## src/rtl/pwm_pkg.sv

```systemverilog
// rtl/pwm_pkg.sv - shared state encoding, count type and clamp helpers for the soft-start PWM
package pwm_pkg;

  localparam int          PWM_CNT_WIDTH = 16;
  localparam logic [31:0] MIN_PERIOD    = 32'd2;

  typedef enum logic [1:0] {
    IDLE = 2'd0,
    RAMP = 2'd1,
    RUN  = 2'd2
  } pwm_state_e;

  typedef logic [PWM_CNT_WIDTH-1:0] pwm_cnt_t;

  function automatic logic [31:0] umin(input logic [31:0] a, input logic [31:0] b);
    return (a < b) ? a : b;
  endfunction

  function automatic logic [31:0] umax(input logic [31:0] a, input logic [31:0] b);
    return (a > b) ? a : b;
  endfunction

  // A period shorter than two cycles has no room for both a high and a low phase.
  function automatic logic [31:0] clamp_period(input logic [31:0] p);
    return umax(p, MIN_PERIOD);
  endfunction

  function automatic logic [31:0] clamp_duty(input logic [31:0] d, input logic [31:0] p);
    return umin(d, clamp_period(p));
  endfunction

endpackage

```

## src/rtl/pwm_shadow_reg.sv

```systemverilog
// rtl/pwm_shadow_reg.sv - one-deep shadow register for period/duty with valid/ready handshake.
// Values are clamped on capture; the owner clears pending by strobing apply_i.
module pwm_shadow_reg
  import pwm_pkg::*;
#(
  parameter int CNT_WIDTH      = PWM_CNT_WIDTH,
  parameter int DEFAULT_PERIOD = 100,
  parameter int DEFAULT_DUTY   = 50
) (
  input  logic                 clk,
  input  logic                 rst,
  input  logic                 cfg_valid,
  output logic                 cfg_ready,
  input  logic [CNT_WIDTH-1:0] cfg_period,
  input  logic [CNT_WIDTH-1:0] cfg_duty,
  input  logic                 apply_i,
  output logic                 pending_o,
  output logic [CNT_WIDTH-1:0] shadow_period_o,
  output logic [CNT_WIDTH-1:0] shadow_duty_o
);

  localparam logic [CNT_WIDTH-1:0] RST_PERIOD = CNT_WIDTH'(clamp_period(DEFAULT_PERIOD));
  localparam logic [CNT_WIDTH-1:0] RST_DUTY   = CNT_WIDTH'(clamp_duty(DEFAULT_DUTY, DEFAULT_PERIOD));

  logic                 pending_q, pending_d;
  logic [CNT_WIDTH-1:0] period_q, period_d;
  logic [CNT_WIDTH-1:0] duty_q, duty_d;
  logic                 xfer;

  assign xfer = cfg_valid && !pending_q;

  always_comb begin
    pending_d = pending_q;
    period_d  = period_q;
    duty_d    = duty_q;
    if (xfer) begin
      period_d  = CNT_WIDTH'(clamp_period(32'(cfg_period)));
      duty_d    = CNT_WIDTH'(clamp_duty(32'(cfg_duty), 32'(cfg_period)));
      pending_d = 1'b1;
    end else if (apply_i) begin
      pending_d = 1'b0;
    end
  end

  always_ff @(posedge clk or posedge rst) begin
    if (rst) begin
      pending_q <= 1'b0;
      period_q  <= RST_PERIOD;
      duty_q    <= RST_DUTY;
    end else begin
      pending_q <= pending_d;
      period_q  <= period_d;
      duty_q    <= duty_d;
    end
  end

  assign cfg_ready       = !pending_q;
  assign pending_o       = pending_q;
  assign shadow_period_o = period_q;
  assign shadow_duty_o   = duty_q;

endmodule

```

## src/rtl/pwm_softstart_gen.sv

```systemverilog
// rtl/pwm_softstart_gen.sv - counter PWM gate drive with boundary-aligned shadow updates
// and a soft-start duty ramp after enable.
module pwm_softstart_gen
  import pwm_pkg::*;
#(
  parameter int CNT_WIDTH      = PWM_CNT_WIDTH,
  parameter int DEFAULT_PERIOD = 100,
  parameter int DEFAULT_DUTY   = 50,
  parameter int SS_STEP        = 1
) (
  input  logic                 clk,
  input  logic                 rst,
  input  logic                 en,
  input  logic                 cfg_valid,
  output logic                 cfg_ready,
  input  logic [CNT_WIDTH-1:0] cfg_period,
  input  logic [CNT_WIDTH-1:0] cfg_duty,
  output logic                 ctrl,
  output logic                 period_start,
  output logic [1:0]           state,
  output logic [CNT_WIDTH-1:0] duty_active
);

  localparam logic [CNT_WIDTH-1:0] RST_PERIOD = CNT_WIDTH'(clamp_period(DEFAULT_PERIOD));
  localparam logic [CNT_WIDTH-1:0] RST_DUTY   = CNT_WIDTH'(clamp_duty(DEFAULT_DUTY, DEFAULT_PERIOD));
  localparam logic [CNT_WIDTH:0]   STEP_EXT   = (CNT_WIDTH+1)'(SS_STEP);

  pwm_state_e           state_q, state_d;
  logic [CNT_WIDTH-1:0] cnt_q, cnt_d;
  logic [CNT_WIDTH-1:0] duty_q, duty_d;
  logic [CNT_WIDTH-1:0] period_q, period_d;
  logic [CNT_WIDTH-1:0] target_q, target_d;
  logic                 ctrl_q, ctrl_d;
  logic                 pstart_q, pstart_d;

  logic                 pending;
  logic                 apply;
  logic [CNT_WIDTH-1:0] sh_period, sh_duty;

  logic                 running;
  logic                 boundary;
  logic [CNT_WIDTH-1:0] per_eff, tgt_eff;
  logic [CNT_WIDTH:0]   ramp_sum;
  logic [CNT_WIDTH-1:0] ramp_next;
  logic [CNT_WIDTH-1:0] start_duty;

  pwm_shadow_reg #(
    .CNT_WIDTH     (CNT_WIDTH),
    .DEFAULT_PERIOD(DEFAULT_PERIOD),
    .DEFAULT_DUTY  (DEFAULT_DUTY)
  ) u_shadow (
    .clk            (clk),
    .rst            (rst),
    .cfg_valid      (cfg_valid),
    .cfg_ready      (cfg_ready),
    .cfg_period     (cfg_period),
    .cfg_duty       (cfg_duty),
    .apply_i        (apply),
    .pending_o      (pending),
    .shadow_period_o(sh_period),
    .shadow_duty_o  (sh_duty)
  );

  assign running  = (state_q != IDLE);
  assign boundary = running && (cnt_q == period_q - CNT_WIDTH'(1));

  // While idle there is no waveform to tear, so a pending update lands immediately.
  assign apply   = pending && (!running || boundary);
  assign per_eff = apply ? sh_period : period_q;
  assign tgt_eff = apply ? sh_duty : target_q;

  // Ramp sum carries one extra bit so a near-full-scale duty cannot wrap before saturating.
  assign ramp_sum   = {1'b0, duty_q} + STEP_EXT;
  assign ramp_next  = (ramp_sum >= {1'b0, tgt_eff}) ? tgt_eff : ramp_sum[CNT_WIDTH-1:0];
  assign start_duty = CNT_WIDTH'(umin(SS_STEP, 32'(tgt_eff)));

  always_ff @(posedge clk or posedge rst) begin
    if (rst) begin
      state_q <= IDLE;
    end else begin
      state_q <= state_d;
    end
  end

  always_comb begin
    state_d = state_q;
    if (!en) begin
      state_d = IDLE;
    end else begin
      case (state_q)
        IDLE:    state_d = (tgt_eff == '0) ? RUN : RAMP;
        RAMP:    if (boundary && (ramp_next == tgt_eff)) state_d = RUN;
        RUN:     state_d = RUN;
        default: state_d = IDLE;
      endcase
    end
  end

  always_comb begin
    cnt_d    = '0;
    duty_d   = '0;
    period_d = per_eff;
    target_d = tgt_eff;
    // Gating with en gives a safe stop one cycle after enable falls, mid-period or not.
    ctrl_d   = en && running && (cnt_q < duty_q);
    pstart_d = running && (cnt_q == '0);
    if (en) begin
      case (state_q)
        IDLE: begin
          duty_d = start_duty;
        end
        RAMP: begin
          cnt_d  = boundary ? '0 : cnt_q + CNT_WIDTH'(1);
          duty_d = boundary ? ramp_next : duty_q;
        end
        RUN: begin
          cnt_d  = boundary ? '0 : cnt_q + CNT_WIDTH'(1);
          duty_d = boundary ? tgt_eff : duty_q;
        end
        default: begin
          cnt_d  = '0;
          duty_d = '0;
        end
      endcase
    end
  end

  always_ff @(posedge clk or posedge rst) begin
    if (rst) begin
      cnt_q    <= '0;
      duty_q   <= '0;
      period_q <= RST_PERIOD;
      target_q <= RST_DUTY;
      ctrl_q   <= 1'b0;
      pstart_q <= 1'b0;
    end else begin
      cnt_q    <= cnt_d;
      duty_q   <= duty_d;
      period_q <= period_d;
      target_q <= target_d;
      ctrl_q   <= ctrl_d;
      pstart_q <= pstart_d;
    end
  end

  assign ctrl         = ctrl_q;
  assign period_start = pstart_q;
  assign state        = state_q;
  assign duty_active  = duty_q;

endmodule

```

## config.mk

```make
export PLATFORM = sky130hd
export DESIGN_NAME = pwm_softstart_gen
export DESIGN_NICKNAME = d
export VERILOG_FILES = /design/src/rtl/pwm_pkg.sv /design/src/rtl/pwm_shadow_reg.sv /design/src/rtl/pwm_softstart_gen.sv
export SDC_FILE = /design/constraint.sdc
export NUM_CORES = 1
export LEC_CHECK = 0
export CORE_MARGIN = 1.5
export CORE_UTILIZATION = 60
export CTS_CLUSTER_SIZE = 8
export DETAILED_ROUTE_END_ITERATION = 10
export PLACE_DENSITY_LB_ADDON = 0.05
export SYNTH_ARGS = -nofsm -noshare
export SYNTH_HDL_FRONTEND = slang
export SYNTH_SLANG_ARGS = --single-unit
```

## constraint.sdc

```tcl
create_clock -name clk -period 14.7 [get_ports clk]
set_clock_uncertainty 0.15 [all_clocks]
set_input_delay 2.205 -clock clk [delete_from_list [all_inputs] [get_ports clk]]
set_output_delay 2.205 -clock clk [all_outputs]
set_load 0.02 [all_outputs]
```

# After elaboration in Yosys (flattened, before gate mapping)
# Index checks and enable logic that the tools add are counted.
[totals] reg_bits=101 inputBits=36 output_inout_bits=21 elab_cells=60
[classes] addsub=3 n_lt_le_gt_ge=5 eq_ne=7 mux=18 n_reduce_logical=17
[ops] cell="$mux 16" count=11
[ops] cell="$pmux 16 s3" count=1
[ops] cell="$eq 16x16->1" count=2
[ops] cell="$logic_not 16->1" count=2
[ops] cell="$lt 16x32->1" count=1
[ops] cell="$add 16x1->17 const B" count=1
[ops] cell="$ge 17x16->1" count=1
[ops] cell="$add 16x1->16 const B" count=1
[ops] cell="$gt 16x2->1 const B" count=1
[ops] cell="$lt 1x16->1 const A" count=1
[ops] cell="$lt 16x16->1" count=1
[ops] cell="$sub 16x1->16 const B" count=1
[ops] cell="$ne 3x3->1 const B" count=3
[ops] cell="$logic_and 1x1->1" count=7
[ops] cell="$mux 2" count=3
[ops] cell="$pmux 2 s3" count=1
[ops] cell="$reduce_bool 2->1" count=2
[ops] cell="$eq 2x1->1 const B" count=1
[ops] cell="$eq 2x2->1 const B" count=1
[ops] cell="$logic_not 1->1" count=2
[ops] cell="$logic_not 2->1" count=1
[ops] cell="$mux 1" count=2
[ops] cell="$reduce_and 2->1" count=1
[ops] cell="$reduce_or 2->1" count=1
[ops] cell="$logic_or 1x1->1" count=1

# Longest topological paths before layout
[depth] ltp_word=13 depth_mapped=23 mapped_depth_nobuf=22

# By module
# A second synthesis with hierarchy kept.
[hier_totals] hier_cells=895 hier_area_um2=7512.2
[by_module_without_submodules] mod="pwm_softstart_gen" instances=1 cells_per_inst=683 area_per_inst_um2=5549.1 seq_area_each_um2=1709.1
[by_module_without_submodules] mod="pwm_shadow_reg" instances=1 cells_per_inst=212 area_per_inst_um2=1963.1 seq_area_each_um2=833.3

# Least setup slack after synthesis
# Ideal clock, no wire load.
[synth_path] kind="flip-flop to flip-flop" from="register period_q[0]" to="register state_q[1], in the netlist state[1]" setup_time_ps=131 t_arrival_ps=5926 required_ps=14419 setup_slack_ps=8492 path_stages_with_launch=23 path_buffers=1 synth_period_minus_slack_ps=6208 cell_sequence="dfrtp_1 > inv_1 > ha_1 > or3b_2 > a2111oi_0 > nor3_1 > o21bai_1 > a2111oi_4 > o21ai_4 > clkbuf_1 > mux2_2 > ha_1 > nand2b_1 > a21o_1 > a21oi_1 > o21ai_0 > a2111o_1 > nand2_1 > mux2i_1 > or3_1 > or4b_1 > o311a_1 > or3_1"
[synth_between] elab_chain_len=11 word_cells_on_any_way=15 classes_between="1 x add/sub; 1 x order compare; 3 x eq/ne; 5 x mux; 5 x reduce/logical"
[synth_lines] element="start: declaration" line="pwm_softstart_gen.sv:31" text="logic [CNT_WIDTH-1:0] period_q, period_d;"
[synth_lines] element="start signal: assignment" line="pwm_softstart_gen.sv:139" text="period_q <= period_d;"
[synth_lines] element="$sub 16x1->16 *" line="pwm_softstart_gen.sv:65" text="assign boundary = running && (cnt_q == period_q - CNT_WIDTH'(1));"
[synth_lines] element="$eq 16x16->1 *" line="pwm_softstart_gen.sv:65"
[synth_lines] element="$logic_and 1x1->1 *" line="pwm_softstart_gen.sv:65"
[synth_lines] element="$logic_or 1x1->1 *" line="pwm_softstart_gen.sv:68" text="assign apply = pending && (!running || boundary);"
[synth_lines] element="$logic_and 1x1->1 *" line="pwm_softstart_gen.sv:68"
[synth_lines] element="$mux 16 *" line="pwm_softstart_gen.sv:70" text="assign tgt_eff = apply ? sh_duty : target_q;"
[synth_lines] element="named net target_d[0]" line="pwm_softstart_gen.sv:32" text="logic [CNT_WIDTH-1:0] target_q, target_d;"
[synth_lines] element="$ge 17x16->1" line="pwm_softstart_gen.sv:74" text="assign ramp_next = (ramp_sum >= {1'b0, tgt_eff}) ? tgt_eff : ramp_sum[CNT_WIDTH-1:0];"
[synth_lines] element="$mux 16" line="pwm_softstart_gen.sv:74"
[synth_lines] element="$eq 16x16->1" line="pwm_softstart_gen.sv:92" text="RAMP: if (boundary && (ramp_next == tgt_eff)) state_d = RUN;"
[synth_lines] element="$logic_and 1x1->1" line="pwm_softstart_gen.sv:92"
[synth_lines] element="$ne 3x3->1 (no source line)"
[synth_lines] element="end signal: assignment" line="pwm_softstart_gen.sv:81" text="state_q <= state_d;"
[synth_lines] element="end: declaration" line="pwm_softstart_gen.sv:28" text="pwm_state_e state_q, state_d;"
# Mark *: on every way through the listed nets, which the timed path passes. The rest lies on a longest branch.
# A chain may end at the register's enable or synchronous reset.

# Final worst setup path
[layout_path] from="register period_q[8]" to="register state_q[1], in the netlist state[1]"
[layout_between] elab_chain_len=11 word_cells_on_any_way=15 classes_between="1 x add/sub; 1 x order compare; 3 x eq/ne; 5 x mux; 5 x reduce/logical"
[layout_lines] element="$sub 16x1->16 *" line="pwm_softstart_gen.sv:65"
[layout_lines] element="$eq 16x16->1 *" line="pwm_softstart_gen.sv:65"
[layout_lines] element="$logic_and 1x1->1 *" line="pwm_softstart_gen.sv:65"
[layout_lines] element="$logic_or 1x1->1" line="pwm_softstart_gen.sv:68"
[layout_lines] element="$logic_and 1x1->1" line="pwm_softstart_gen.sv:68"
[layout_lines] element="$mux 16" line="pwm_softstart_gen.sv:70"
[layout_lines] element="$ge 17x16->1" line="pwm_softstart_gen.sv:74"
[layout_lines] element="$mux 16" line="pwm_softstart_gen.sv:74"
[layout_lines] element="$eq 16x16->1" line="pwm_softstart_gen.sv:92"
[layout_lines] element="$logic_and 1x1->1" line="pwm_softstart_gen.sv:92"
[layout_lines] element="$ne 3x3->1 (no source line)"
# Every way passes the cells marked *; elsewhere a longest branch is shown, timed or not.

==> impl_metrics.toml <==
[clocking]
post_cts_resized = 0
post-cts-setup-buffers = 0
clk_latency_ps = 360
clkTransAtPathRegs_ps = 70
cts_made_buffers = 9
hold_buffers = 0
h-tree-depth = 3
cts_root_buf = "clkbuf_16"
cts_tree = "done"
clk_path_buf_depth = 2
cts_sinks = 101

[timing]
slew_headroom = 0.178
hold_viol = 0
worstMarginPinSlew_ps = 1230
tns_ps = 0
fin_crit_sh = 0.454
drv_slew = 0
rsz0062_at_grt = "no"
period_minus_slack_ps = 6680
setup_viol_count_final = 0
layout_setup_ws_ps = 8020
fmax_mhz = 150

[power]
power_density_nw_per_um2 = 191
leakagePower_nw = 3.68
worst_ir_drop_vdd_v = 0.000128

[setup_path]
r2r_start = "period_q[8]"
worst-r2r-cell-count = 19
required_ps = 14780
crit_type = "reg -> reg"
worst_ep_arrival_time_ps = 6760
crit_family = "compound AO/OA/AOI/OAI gates"
cp-end-kind = "flip-flop"
cpPeakStageDelay_ps = 570
path_max_fanout = 17
crit_buf_inv = 0
start_kind = "flip-flop"
rr_endpoint = "state[1]"
path_cells = "or4_1 > or3_1 > a2111oi_2 > o2111ai_1 > a2111oi_4 > o21ai_4 > mux2i_1 > ha_1 > a21oi_1 > nor2b_1 > o21ai_0 > a21oi_1 > a2111o_1 > nand2_1 > mux2i_1 > or3_1 > or4b_1 > o311a_1 > or3_1"
rrSetupSlack_ps = 8020
crit_slowest_cell = "a2111oi_4"
crit_top_cell = "or3_1"

[global_routing]
gr-total-overflow = 0
antenna_found_initial = 0
grt_pass1_vias = 5970
grt_pass1_wl_um = 32200
grt_start_max_net_pins = 78
grt_use_total = 0.328

[yosys]
synth_mux_area_frac = 0.0833
synth_edf_count = 0
synth_top_family_by_area = "simple AND/OR/NAND/NOR gates"
yosys.area_share.simple = 0.178
ys_warn_count = 0
synth-async-reset-ratio = 1.00
ys_seq_area_frac = 0.350
syn_area_um2 = 7270
postSynthCellCount = 838
yosys.area_share.adder = 0.0930
ys.flop_type = "dfrtp_1"
synth_fp_nets = 928
synth_cell_types = 66
synth_seq_cells = 101
synth_xor_area_frac = 0.0675
synth_compound_area_frac = 0.173
syn_area_per_cell_um2 = 8.67

[floorplanning]
die_w_um = 113
ios = 57
fp-row-count = 40
dieArea_um2 = 12800
die_h_um = 113
initial_core_util = 0.610
core-area_um2 = 11900

[run_status]
outcome = "finished clean"

[run]
drv_cap = 0

[drt]
first_pass_iters = 6
drt-total-wl_um = 20300
post-route-drc-count = 0
wl_per_cell_um = 19.7
routed_via_density = 6.28
ant_nets = 0
vias = 6454
dr.first_iter.drc_count = 684

[cells_and_area]
fillers = 988
layout_commonest_cell = "nand2_1"
n_antenna_cell = 0
layout_common_cells = "nand2_1 (92), dfrtp_1 (89), o21ai_0 (72)"
area_delta_synth_final_pct = 13.0
finalCoreUtilization = 0.690
nets = 966
drive_gt1_frac = 0.0783

[placement]
dp_hpwl_um = 15500
finalWeightedCongestion = 0.957
port_buffers = 56
place_ws_ps = 8100

[hold_path]
holdPathStages = 2
hp-class = "reg -> reg"
whs_endpoint = "u_shadow.shadow_period_o[14]"
hp-start = "u_shadow.shadow_period_o[14]"
## stage by stage
stage | hold slack, ps | power, mW | instances | area, um2
after CTS | 335 | 1.56 | 1028 | 8210
after global placement | 311 | 1.30 | 1012 | 7930
after global routing | 348 | 1.68 | 1028 | 8210
after detailed placement | 318 | 1.32 | 1012 | 7930
after floorplan | 294 | 1.07 | 838 | 7270
final | 329 | 1.57 | 1028 | 8210
## synth_stat cells (3+ instances only)
master,instances,share of area
xnor2_1,42,0.051
mux2i_1,32,0.044
and3_1,8,0.0069
mux2_2,24,0.037
nand4_1,15,0.013
o21ai_0,72,0.050
inv_1,72,0.037
xor2_1,14,0.017
nor3_1,20,0.014
nand3_1,21,0.014
a222oi_1,3,0.0041
clkbuf_1,31,0.016
dfstp_2,12,0.043
and2_1,5,0.0043
a211o_1,3,0.0036
a22oi_1,4,0.0041
a31oi_1,5,0.0043
nand2b_1,4,0.0034
nand2_1,92,0.048
nor2_1,60,0.031
o211ai_1,3,0.0031
ha_1,54,0.093
or3_1,7,0.0060
dfrtp_1,89,0.31
o31ai_1,3,0.0031
a2111oi_0,5,0.0060
o21a_1,6,0.0062
nor4_1,23,0.020
a21oi_1,34,0.023
nor4b_1,3,0.0036
nor2b_1,6,0.0052
a21o_1,20,0.021
o22ai_1,4,0.0034
## power by group
part	internal [mW]	switching, mW	leakage (nW)	total (mW)
clock	0.117	0.113	0.143	0.230
sequential	0.390	0.144	1.28	0.534
combinational	0.337	0.471	2.25	0.808
total	0.844	0.727	3.68	1.57
## registers in the layout, summed over array words and instances, names as in the netlist
register,count
duty_active,16
period_q,16
target_q,16
u_shadow.shadow_period_o,16
u_shadow.pending_o,1
state,2
u_shadow.shadow_duty_o,16
cnt_q,16
ctrl,1
period_start,1
## tightest hold or removal path: cells and delay by family, from the launching register on
| family | cells | cell delay (ps) |
|---|---|---|
| compound gates | 1 | 60 |
| simple gates | 1 | 50 |
| flops | 1 | 340 |
## layout make-up
| class | count | area, um2 | share of cell area |
|---|---|---|---|
| Sequential cell | 101 | 2540 | 0.310 |
| Inverter | 74 | 280 | 0.0341 |
| Clock inverter | 7 | 57.6 | 0.00701 |
| Timing Repair Buffer | 60 | 591 | 0.0719 |
| Multi-Input combinational cell | 630 | 4330 | 0.528 |
| Clock buffer | 9 | 225 | 0.0274 |
| Tap cell | 147 | 184 | 0.0224 |
## worst max path at each step
stage	endpoint	slack, ps	start	depth (start not counted)
floorplan	state[1]	8490	period_q[0]	22
global placement	state[1]	8270	period_q[8]	18
detailed placement	state[1]	8100	period_q[8]	19
CTS	state[1]	8080	period_q[8]	19
global route	state[1]	7570	period_q[8]	19
finish	state[1]	8020	period_q[8]	19
## logic make-up (layout without fill, tap and decap cells)
logic type	count (synthesis)	count (layout)
AOI/OAI and AO/OA	191	191
and+or+nand+nor	272	272
DFF	101	101
xor gates and xnor gates	56	56
muxes	57	57
adders and majority gates	54	54
buffers and inverters	107	150
## layer usage
layer / GRT usage / up-vias / part of all wire
li1: - / 3062 / -
met1: 0.474 / 3052 / 0.46
met2: 0.503 / 291 / 0.45
met3: 0.0354 / 49 / 0.059
met4: 0.138 / 0 / 0.036
met5: 0 / - / 0
No activity file was read; power rests on OpenSTA's default activity.
